## src/rtl/sopc_timer.sv

```systemverilog
// Memory-mapped prescaled timer with compare match and IRQ; optional watchdog under TIMER_WDOG_EN.
// Latency: bus reads are combinational; writes, counting and flags update on the rising clk edge.
// Backpressure: none; the slave accepts every bus access in the cycle it is presented.
module sopc_timer #(
    parameter logic [31:0] BASE_ADDR  = 32'h1000_0000,
    parameter int unsigned PRESCALE_W = 16
) (
    input  logic                  clk,
    input  logic                  rst,
    input  logic                  ce,
    input  logic                  we,
    input  logic [31:0]           addr,
    input  logic [3:0]            sel,
    input  logic [31:0]           data_i,
    output logic [31:0]           data_o,
    output logic                  int_o,
    output logic                  wdog_rst_o
);

    localparam logic [2:0] OFF_CTRL    = 3'd0;
    localparam logic [2:0] OFF_COUNT   = 3'd1;
    localparam logic [2:0] OFF_COMPARE = 3'd2;
    localparam logic [2:0] OFF_STATUS  = 3'd3;
    localparam logic [2:0] OFF_PRE     = 3'd4;

    logic                  hit;
    logic [2:0]            off;
    logic                  wr_en;
    logic [31:0]           wmask;
    logic                  unused_addr;

    logic [2:0]            ctrl_q, ctrl_d;
    logic [31:0]           count_q, count_d;
    logic [31:0]           compare_q, compare_d;
    logic                  match_q, match_d;
    logic [PRESCALE_W-1:0] prescale_q, prescale_d;
    logic [PRESCALE_W-1:0] pre_cnt_q, pre_cnt_d;

    logic                  en_run;
    logic                  tick;
    logic                  set_match;
    logic [31:0]           rdata;

    assign hit         = (addr[31:8] == BASE_ADDR[31:8]);
    assign off         = addr[4:2];
    assign wr_en       = ce && we && hit && (sel != 4'b0000);
    assign wmask       = {{8{sel[3]}}, {8{sel[2]}}, {8{sel[1]}}, {8{sel[0]}}};
    assign unused_addr = ^{addr[7:5], addr[1:0]};

    always_comb begin
        ctrl_d     = ctrl_q;
        count_d    = count_q;
        compare_d  = compare_q;
        match_d    = match_q;
        prescale_d = prescale_q;
        pre_cnt_d  = pre_cnt_q;
        set_match  = 1'b0;

        if (wr_en && off == OFF_CTRL)
            ctrl_d = (ctrl_q & ~wmask[2:0]) | (data_i[2:0] & wmask[2:0]);
        if (wr_en && off == OFF_COMPARE)
            compare_d = (compare_q & ~wmask) | (data_i & wmask);
        if (wr_en && off == OFF_PRE)
            prescale_d = (prescale_q & ~wmask[PRESCALE_W-1:0])
                       | (data_i[PRESCALE_W-1:0] & wmask[PRESCALE_W-1:0]);

        // Prescaler only runs while EN was set and is not being cleared this edge,
        // so a write that drops EN freezes COUNT and parks pre_cnt at zero.
        en_run = ctrl_q[0] && ctrl_d[0];
        tick   = en_run && (pre_cnt_q == prescale_q);
        if (!en_run || tick)
            pre_cnt_d = '0;
        else
            pre_cnt_d = pre_cnt_q + PRESCALE_W'(1);

        if (wr_en && off == OFF_COUNT) begin
            count_d = (count_q & ~wmask) | (data_i & wmask);
        end else if (tick) begin
            set_match = (count_q == compare_q);
            count_d   = (set_match && ctrl_q[1]) ? 32'd0 : count_q + 32'd1;
        end

        if (wr_en && off == OFF_STATUS && sel[0] && data_i[0])
            match_d = 1'b0;
        if (set_match)
            match_d = 1'b1;
    end

    always_ff @(posedge clk or posedge rst) begin
        if (rst) begin
            ctrl_q     <= '0;
            count_q    <= '0;
            compare_q  <= '0;
            match_q    <= 1'b0;
            prescale_q <= '0;
            pre_cnt_q  <= '0;
        end else begin
            ctrl_q     <= ctrl_d;
            count_q    <= count_d;
            compare_q  <= compare_d;
            match_q    <= match_d;
            prescale_q <= prescale_d;
            pre_cnt_q  <= pre_cnt_d;
        end
    end

    assign int_o = match_q && ctrl_q[2];

`ifdef TIMER_WDOG_EN
    localparam logic [2:0] OFF_WDOG = 3'd5;

    logic        wr_wdog;
    logic [31:0] wdog_q, wdog_d;
    logic [23:0] wd_cnt_q, wd_cnt_d;

    assign wr_wdog = wr_en && (off == OFF_WDOG);

    // Any write to WDOG is a kick: the down-counter restarts from the new load value.
    always_comb begin
        wdog_d   = wdog_q;
        wd_cnt_d = wd_cnt_q;
        if (wr_wdog) begin
            wdog_d   = (wdog_q & ~wmask) | (data_i & wmask);
            wd_cnt_d = wdog_d[23:0];
        end else if (wdog_q[31]) begin
            if (wd_cnt_q == 24'd0)
                wd_cnt_d = wdog_q[23:0];
            else
                wd_cnt_d = wd_cnt_q - 24'd1;
        end
    end

    always_ff @(posedge clk or posedge rst) begin
        if (rst) begin
            wdog_q   <= '0;
            wd_cnt_q <= '0;
        end else begin
            wdog_q   <= wdog_d;
            wd_cnt_q <= wd_cnt_d;
        end
    end

    assign wdog_rst_o = wdog_q[31] && (wd_cnt_q == 24'd0);
`else
    assign wdog_rst_o = 1'b0;
`endif

    always_comb begin
        rdata = 32'd0;
        case (off)
            OFF_CTRL:    rdata = {29'd0, ctrl_q};
            OFF_COUNT:   rdata = count_q;
            OFF_COMPARE: rdata = compare_q;
            OFF_STATUS:  rdata = {31'd0, match_q};
            OFF_PRE:     rdata = 32'(prescale_q);
`ifdef TIMER_WDOG_EN
            OFF_WDOG:    rdata = wdog_q;
`endif
            default:     rdata = 32'd0;
        endcase
        data_o = (ce && !we && hit) ? rdata : 32'd0;
    end

endmodule

```

## config.mk

```make
export PLATFORM = sky130hd
export DESIGN_NAME = sopc_timer
export DESIGN_NICKNAME = d
export VERILOG_FILES = /design/src/rtl/sopc_timer.sv
export SDC_FILE = /design/constraint.sdc
export NUM_CORES = 1
export LEC_CHECK = 0
export BUFFER_PORTS_ARGS = -buffer_cell sky130_fd_sc_hd__buf_4
export CAP_MARGIN = 20
export CORE_MARGIN = 2
export CORE_UTILIZATION = 30
export CTS_BUF_LIST = sky130_fd_sc_hd__clkbuf_16
export CTS_CLUSTER_DIAMETER = 50
export DETAILED_ROUTE_END_ITERATION = 10
export GPL_TIMING_DRIVEN = 0
export HOLD_SLACK_MARGIN = 0.15
export PLACE_DENSITY = 0.58
export REMOVE_ABC_BUFFERS = 1
export SETUP_SLACK_MARGIN = 0.4
export SYNTH_ARGS = -nofsm -noshare
export SYNTH_HDL_FRONTEND = slang
export SYNTH_SLANG_ARGS = --single-unit
```

## constraint.sdc

```tcl
create_clock -name clk -period 5.2 [get_ports clk]
set_clock_uncertainty 0.05 [all_clocks]
set_input_delay 0.52 -clock clk [delete_from_list [all_inputs] [get_ports clk]]
set_output_delay 0.52 -clock clk [all_outputs]
set_load 0.01 [all_outputs]
```

==> reports/results.txt, run 1 <==
outcome: finished, final reports clean
part of the cycle the worst path needs: 67.72%
final setup fails: 0
proportion of synthesized chip area in sequential cells: 39.69%
x dimension of the die: 149.0 um
unique cell type count in the Yosys netlist: 66
post-CTS setup buffer count: 0
hold-fix buffer count after cts: 0
mean post-synth cell area: 9.245 um2
number of buffer cells added on primary ports: 99
count of flip-flops with a built-in enable after synthesis: 0
worst hold margin: 0.1461 ns
fraction of layout cells with a size suffix above 1: 25.92%
combined area of all synthesized cells: 6305 um2
largest net degree at the start of global routing: 68
antenna violations before repair: 0
classification of the worst setup path: in2out
layout net count: 829
number of search-and-repair iterations in the first detailed-routing pass: 5
Syn-to-layout area delta: 20.50%
clock tree from TritonCTS: yes
root buffer selected by CTS: clkbuf_16
total number of vias: 5429
Via-to-Cell Ratio: 5.245
cell family with the largest share of critical-path delay: simple AND/OR/NAND/NOR gates
first-pass GRT wire length: 29820 um
floorplan die height: 149.0 um
Die ar.: 22190 um2
Worst Path Required: 4.63 ns
core area: 20820 um2
ordered list of cells on the worst path: buf_4 -> nor4_1 -> nand3_1 -> nor2_1 -> nand3b_1 -> buf_16 -> nor2_1 -> buf_4
type of destination of the critical path: primary output
Clock Pin Slew Worst Setup and Hold Paths: 0.06 ns
Detailed Place HPWL: 14270 um
I/O Pins: 106
Critical-path top delay cell: nand3b_1
Final Hold Violating Endpoints: 0
total number of H-tree levels: 3
number of buffer and inverter instances along the worst setup path: 3
warnings from Yosys: 0
post-cts repair resize count: 0
type of element launching the critical path: input pin
latest clock arrival within the worst-skew pair: 0.36 ns
relative slew slack: 37.59%
number of global-route vias before repair: 5307
proportion of synthesized flip-flops having asynchronous set or reset: 100.0%
clk buf depth: 2
routability cong.: 0.8280
number of instances in the synthesized netlist: 682
utilization after layout: 36.49%
detail-routed net length per standard cell: 18.44 um
worst path arrival time: 2.95 ns
max frequency: 0.2840 GHz
number of DRC markers in iteration 0: 409
max cap viols: 0
Antenna Cells: 0
register bit total from synthesis: 100
number of core rows: 53
aggregate global routing overflow: 0
starting utilization of the core area: 30.28%
type of the most critical hold path: in2async
shortest period the worst path allows: 3.521 ns
number of nets still failing antenna checks after routing: 0
overall routing resource usage: 17.53%
final count of pins violating max slew: 0
unrepaired setup endpoints after global routing: false
Routed Wire Length: 19080 um
transition time of the tightest slew-check pin: 0.9319 ns
peak fanout along the critical path: 18
post-layout power: 1.498 mW
number of buffers created by CTS: 9
worst voltage drop across the vdd grid: 0.0001698 V
delay of the slowest cell on the worst path: 0.59 ns
LEAKAGE: 3.153 nW
count of unresolved DRC violations after routing: 0
Num Clock Sinks: 100
Primary FF master, synth: dfrtp_1
power density over the cells: 197.2 nW/um2
## cell families (layout without fill, tap and decap cells)
logic type               Yosys count  in the layout  synth area share [%]
XOR/XNOR                          62             62                 8.613
AND/OR/NAND/NOR                  280            280                 23.75
AO/OA/AOI/OAI                    127            127                 13.79
adder cells (fa/ha/maj)            2              2                0.3968
flip-flops                       100            100                 39.69
other                              1              1               0.05948
multiplexers                      53             53                 9.387
buffers and inverters             57            135                 4.306
## cells in the final DEF (no fill, tap or decap), types with 4 or more instances in the layout
cell and instances:
dfrtp_1 100, buf_4 99, nor2_1 77, nand2_1 57
mux2_2 47, xnor2_1 37, a22oi_1 30, nand3_1 26
xor2_1 25, nand4_1 22, a21oi_1 22, o21ai_1 17
o21ai_0 16, inv_1 13, o311ai_1 10, nor2_2 10
nor4_1 9, and2_1 9, and2_0 9, clkbuf_16 9
nor3_1 8, nand4b_1 7, and3_1 7, nor2b_1 7
and4_1 5, a32oi_1 5, mux2i_1 4, o22a_1 4
clkinv_1 4
## through the flow
step / std cells / instance area (um2) / setup TNS, ns / worst slack (ns)
after floorplan: 638 / 6082 / 0 / 1.667
after global placement: 1012 / 7169 / -9.965 / -0.3391
after detailed placement: 1019 / 7337 / 0 / 1.633
after CTS: 1035 / 7597 / 0 / 1.691
after global routing: 1035 / 7597 / 0 / 1.460
final: 1035 / 7597 / 0 / 1.679
## worst register-to-register path, stage by stage, from the launching register on
cell and delay, ns:
dfrtp_1 0.46, xnor2_1 0.39, nand4_1 0.14, nor4_1 0.72
a31oi_4 0.42, buf_16 0.28, nand2_2 0.37, o31ai_1 0.14
a21o_1 0.17
## layer usage
layer | share of wire, % | vias to the layer above | wire, um | GRT usage [%]
li1 | - | 2584 | - | -
met1 | 44 | 2663 | 8319 | 23.52
met2 | 48 | 161 | 9209 | 28.76
met3 | 6.4 | 21 | 1215 | 3.700
met4 | 1.8 | 0 | 338 | 4.714
met5 | 0 | - | 0 | 0
## synthesized netlist by cell type (3+ instances only)
cell / instances / area (um2)
xnor2_1: 37 / 324.1
or3_1: 3 / 18.77
buf_2: 6 / 30.03
xor2_1: 25 / 219.0
dfrtp_1: 100 / 2502
nor2_2: 10 / 62.56
and2_1: 9 / 56.30
nor3_1: 9 / 45.04
a21oi_1: 22 / 110.1
o21ai_1: 17 / 85.08
o21ai_0: 16 / 80.08
nand4_1: 22 / 137.6
a21boi_0: 3 / 22.52
nor4_1: 9 / 56.30
nor2_1: 77 / 289.0
mux2i_1: 4 / 40.04
nand3_1: 26 / 130.1
nand4b_1: 7 / 61.31
and4_1: 5 / 43.79
a31oi_1: 3 / 18.77
clkbuf_1: 31 / 116.4
inv_1: 13 / 48.80
nand2_1: 57 / 214.0
mux2_2: 47 / 529.3
a22oi_1: 30 / 225.2
and3_1: 7 / 43.79
o311ai_1: 10 / 87.58
o22a_1: 4 / 35.03
nor4_2: 3 / 37.54
nor2b_1: 8 / 50.05
a32oi_1: 5 / 43.79
o31a_1: 3 / 26.28
nor4b_2: 3 / 45.04
and2_0: 9 / 56.30
## final timing paths
kind	startpoint	cells after the start	slack [ns]	end
worst max-delay path	addr[16]	8	1.68	data_o[5]
worst min-delay path	rst	2	0.15	pre_cnt_q[4]
worst max register to register	register	8	1.96	register
worst min register to register	register	1	0.48	register
max in group asynchronous	rst	3	4.23	asynchronous set/reset pin
min in group clk	data_i[31]	3	0.34	register
## final cells by class
| type | count | area (um2) |
|---|---|---|
| multi-input cells | 525 | 3565 |
| repair buffers | 106 | 874.6 |
| flip-flops and latches | 100 | 2502 |
| clock buffers | 9 | 225.2 |
| clock inverters | 7 | 35.03 |
| fillers | 2173 | 13230 |
| inverters | 13 | 51.30 |
| well taps | 275 | 344.1 |
## power breakdown
group	internal, mW	total, mW	leakage (nW)	switching, mW
logic	0.0464	0.108	1.72	0.0614
registers	0.777	0.777	1.30	0.0000000925
clock network	0.317	0.613	0.127	0.296
total	1.14	1.50	3.15	0.357
Power figures use the tool's default switching activity.
==> run 2, diff against run 1 <==
--- a/config.mk
+++ b/config.mk
@@ -5,6 +5,7 @@
 export SDC_FILE = /design/constraint.sdc
 export NUM_CORES = 1
 export LEC_CHECK = 0
+export ABC_AREA = 1
 export BUFFER_PORTS_ARGS = -buffer_cell sky130_fd_sc_hd__buf_4
 export CAP_MARGIN = 20
 export CORE_MARGIN = 2
@@ -14,7 +15,7 @@
 export DETAILED_ROUTE_END_ITERATION = 10
 export GPL_TIMING_DRIVEN = 0
 export HOLD_SLACK_MARGIN = 0.15
-export PLACE_DENSITY = 0.58
+export PLACE_DENSITY = 0.59
 export REMOVE_ABC_BUFFERS = 1
 export SETUP_SLACK_MARGIN = 0.4
 export SYNTH_ARGS = -nofsm -noshare
==> constraint.sdc (replaced) <==
create_clock -name clk -period 2.95 [get_ports clk]
set_clock_uncertainty 0.05 [all_clocks]
set_input_delay 0.295 -clock clk [delete_from_list [all_inputs] [get_ports clk]]
set_output_delay 0.295 -clock clk [all_outputs]
set_load 0.01 [all_outputs]
==> reports/results.txt, run 2 <==
register bit total from synthesis: 100 (unchanged)
Die ar.: 24710 um2 (was 22190 um2)
number of DRC markers in iteration 0: 482 (was 409)
warnings from Yosys: 0 (unchanged)
most common cell after layout, fill and taps aside: nand2_1 (was dfrtp_1)
transition time of the tightest slew-check pin: 0.8546 ns (was 0.9319 ns)
clk buf depth: 2 (unchanged)
final setup fails: 0 (unchanged)
commonest cells after routing, fill and taps aside: nand2_1, nor2_1, buf_4 (was dfrtp_1, buf_4, nor2_1)
Final Hold Violating Endpoints: 0 (unchanged)
overall routing resource usage: 18.46% (was 17.53%)
number of nets still failing antenna checks after routing: 0 (unchanged)
detail-routed net length per standard cell: 14.64 um (was 18.44 um)
type of the most critical hold path: in2reg (was in2async)
post-synth top area cell: dfrtp_1 (unchanged)
starting utilization of the core area: 30.27% (was 30.28%)
worst hold margin: 0.1556 ns (was 0.1461 ns)
peak fanout along the critical path: 16 (was 18)
Reg2Reg Depth: 11 (was 8)
fraction of layout cells with a size suffix above 1: 13.11% (was 25.92%)
number of instances in the synthesized netlist: 1097 (was 682)
worst voltage drop across the vdd grid: 0.0002534 V (was 0.0001698 V)
outcome: finished, final reports clean (unchanged)
number of buffer cells added on primary ports: 99 (unchanged)
fill cell instance count of the final layout: 2548 (was 2173)
aggregate global routing overflow: 0 (unchanged)
part of the cycle the worst path needs: 80.85%
worst setup path startpoint: addr[31] (was addr[16])
core area: 23260 um2 (was 20820 um2)
number of global-route vias before repair: 6677 (was 5307)
worst path arrival time: 2.04 ns (was 2.95 ns)
layout net count: 1251 (was 829)
type of element launching the critical path: input pin (unchanged)
relative slew slack: 42.84% (was 37.59%)
max cap viols: 0 (unchanged)
LEAKAGE: 4.057 nW (was 3.153 nW)
Via-to-Cell Ratio: 4.660 (was 5.245)
largest net degree at the start of global routing: 60 (was 68)
Num Clock Sinks: 100 (unchanged)
root buffer selected by CTS: clkbuf_16 (unchanged)
routability cong.: 0.9010 (was 0.8280)
I/O Pins: 106 (unchanged)
Clock Pin Slew Worst Setup and Hold Paths: 0.07 ns (was 0.06 ns)
setup ws final: 0.5650 ns (was 1.679 ns)
x dimension of the die: 157.2 um (was 149.0 um)
proportion of synthesized chip area in sequential cells: 35.54% (was 39.69%)
number of search-and-repair iterations in the first detailed-routing pass: 7 (was 5)
unrepaired setup endpoints after global routing: false (unchanged)
Synth top area share: 35.54% (was 39.69%)
unique cell type count in the Yosys netlist: 34 (was 66)
latest clock arrival within the worst-skew pair: 0.37 ns (was 0.36 ns)
power density over the cells: 323.5 nW/um2 (was 197.2 nW/um2)
Worst Path Required: 2.61 ns (was 4.63 ns)
antenna violations before repair: 0 (unchanged)
most frequent cell after synthesis: nand2_1 (was dfrtp_1)
combined area of all synthesized cells: 7041 um2 (was 6305 um2)
synth cell count leaders: nand2_1, nor2_1, dfrtp_1 (was dfrtp_1, nor2_1, nand2_1)
most area-consuming cells after synthesis: dfrtp_1, nand2_1, nor2_1 (was dfrtp_1, mux2_2, xnor2_1)
max frequency: 0.4193 GHz
Antenna Cells: 0 (unchanged)
worst reg-to-reg setup slack: 0.61 ns (was 1.96 ns)
classification of the worst setup path: in2out (unchanged)
number of core rows: 56 (was 53)
ordered list of cells on the worst path: buf_4 -> nor2_1 -> nand4_1 -> nor2_1 -> o2111ai_4 -> buf_12 -> a31oi_1 -> buf_4 (was buf_4 -> nor4_1 -> nand3_1 -> nor2_1 -> nand3b_1 -> buf_16 -> nor2_1 -> buf_4)
proportion of synthesized flip-flops having asynchronous set or reset: 100.0% (unchanged)
Detailed Place HPWL: 17080 um (was 14270 um)
mean post-synth cell area: 6.418 um2 (was 9.245 um2)
crit path to: data_o[9] (was data_o[5])
total number of vias: 6995 (was 5429)
clock tree from TritonCTS: yes (unchanged)
pre-CTS setup slack: -0.1680 ns (was 1.633 ns)
Primary FF master, synth: dfrtp_1 (unchanged)
count of flip-flops with a built-in enable after synthesis: 0 (unchanged)
Routed Wire Length: 21980 um (was 19080 um)
floorplan die height: 157.2 um (was 149.0 um)
count of unresolved DRC violations after routing: 0 (unchanged)
type of destination of the critical path: primary output (unchanged)
delay of the slowest cell on the worst path: 0.37 ns (was 0.59 ns)
total number of H-tree levels: 3 (unchanged)
final count of pins violating max slew: 0 (unchanged)
first-pass GRT wire length: 35870 um (was 29820 um)
shortest period the worst path allows: 2.385 ns
Critical-path top delay cell: nor2_1 (was nand3b_1)
number of buffers created by CTS: 9 (unchanged)
Syn-to-layout area delta: 22.00% (was 20.50%)
-- run 2: worst min path at each step --
stage | start | end | slack (ns) | depth (start not counted)
after floorplan | sel[3] | register | 0.39 | 2
after global placement | register | register | 0.45 | 2
after detailed placement | rst | pre_cnt_q[15] | 0.36 | 2
after CTS | data_i[17] | register | 0.15 | 3
after global routing | data_i[17] | register | 0.16 | 3
final | data_i[17] | register | 0.16 | 3
-- run 2: stage by stage --
step,util (%),setup TNS [ns],std cells,power (mW),area (um2)
6_report,36.92,0,1501,2.779,8589
3_3_place_gp,34.24,-237.20,1463,1.578,7964
4_1_cts,36.87,0,1501,2.799,8577
5_1_grt,36.92,0,1501,2.867,8589
3_5_place_dp,34.92,-4.750,1469,1.593,8123
2_1_floorplan,-,-1.378,1045,1.457,6822
-- run 2: logic make-up (layout without fill, tap and decap cells) --
logic type / after synthesis / in the layout / share of synthesized area (%)
adder cells (fa/ha/maj): 2 / 2 / 0.3554
buffers and inverters: 150 / 235 / 8.335
AND/OR/NAND/NOR: 687 / 687 / 40.20
AO/OA/AOI/OAI: 87 / 87 / 6.806
flip-flops: 100 / 100 / 35.54
other: 1 / 1 / 0.05326
XOR/XNOR: 70 / 70 / 8.708
-- run 2: cell type report --
cell class | count | area [um2] | share of cell area [%]
flip-flops and latches | 100 | 2502 | 29.13
inverters | 98 | 370.4 | 4.312
repair buffers | 121 | 1041 | 12.12
well taps | 319 | 399.1 | 4.647
multi-input cells | 847 | 3993 | 46.48
clock buffers | 9 | 225.2 | 2.622
clock inverters | 7 | 58.81 | 0.6846
-- run 2: what timing repair did --
item / 4_1_cts / 5_1_grt
pin swaps: 3 / 0
buffers inserted: 3 / 0
gates resized for setup: 1 / 2
endpoints found under the setup margin: 45 / 18
hold buffers: 13 / 0
endpoints found under the hold margin: 53 / 0
-- run 2: report_power, final --
part | internal [mW] | switching, mW
logic | 0.0898 | 0.118
clock network | 0.587 | 0.614
registers | 1.37 | 0.000000102
total | 2.05 | 0.732
-- run 2: metal layers --
metal	track usage, %	share of wire, %	up-vias
li1	-	-	3568
met1	25.35	46	3235
met2	30.57	48	173
met3	3.139	4.9	19
met4	3.810	1.2	0
met5	0	0	-
-- run 2: critical path, delay by kind of cell --
kind,cells,cell delay (ns)
buffers and inverters,3,0.49
and+or+nand+nor,3,0.76
AOI/OAI and AO/OA,2,0.47
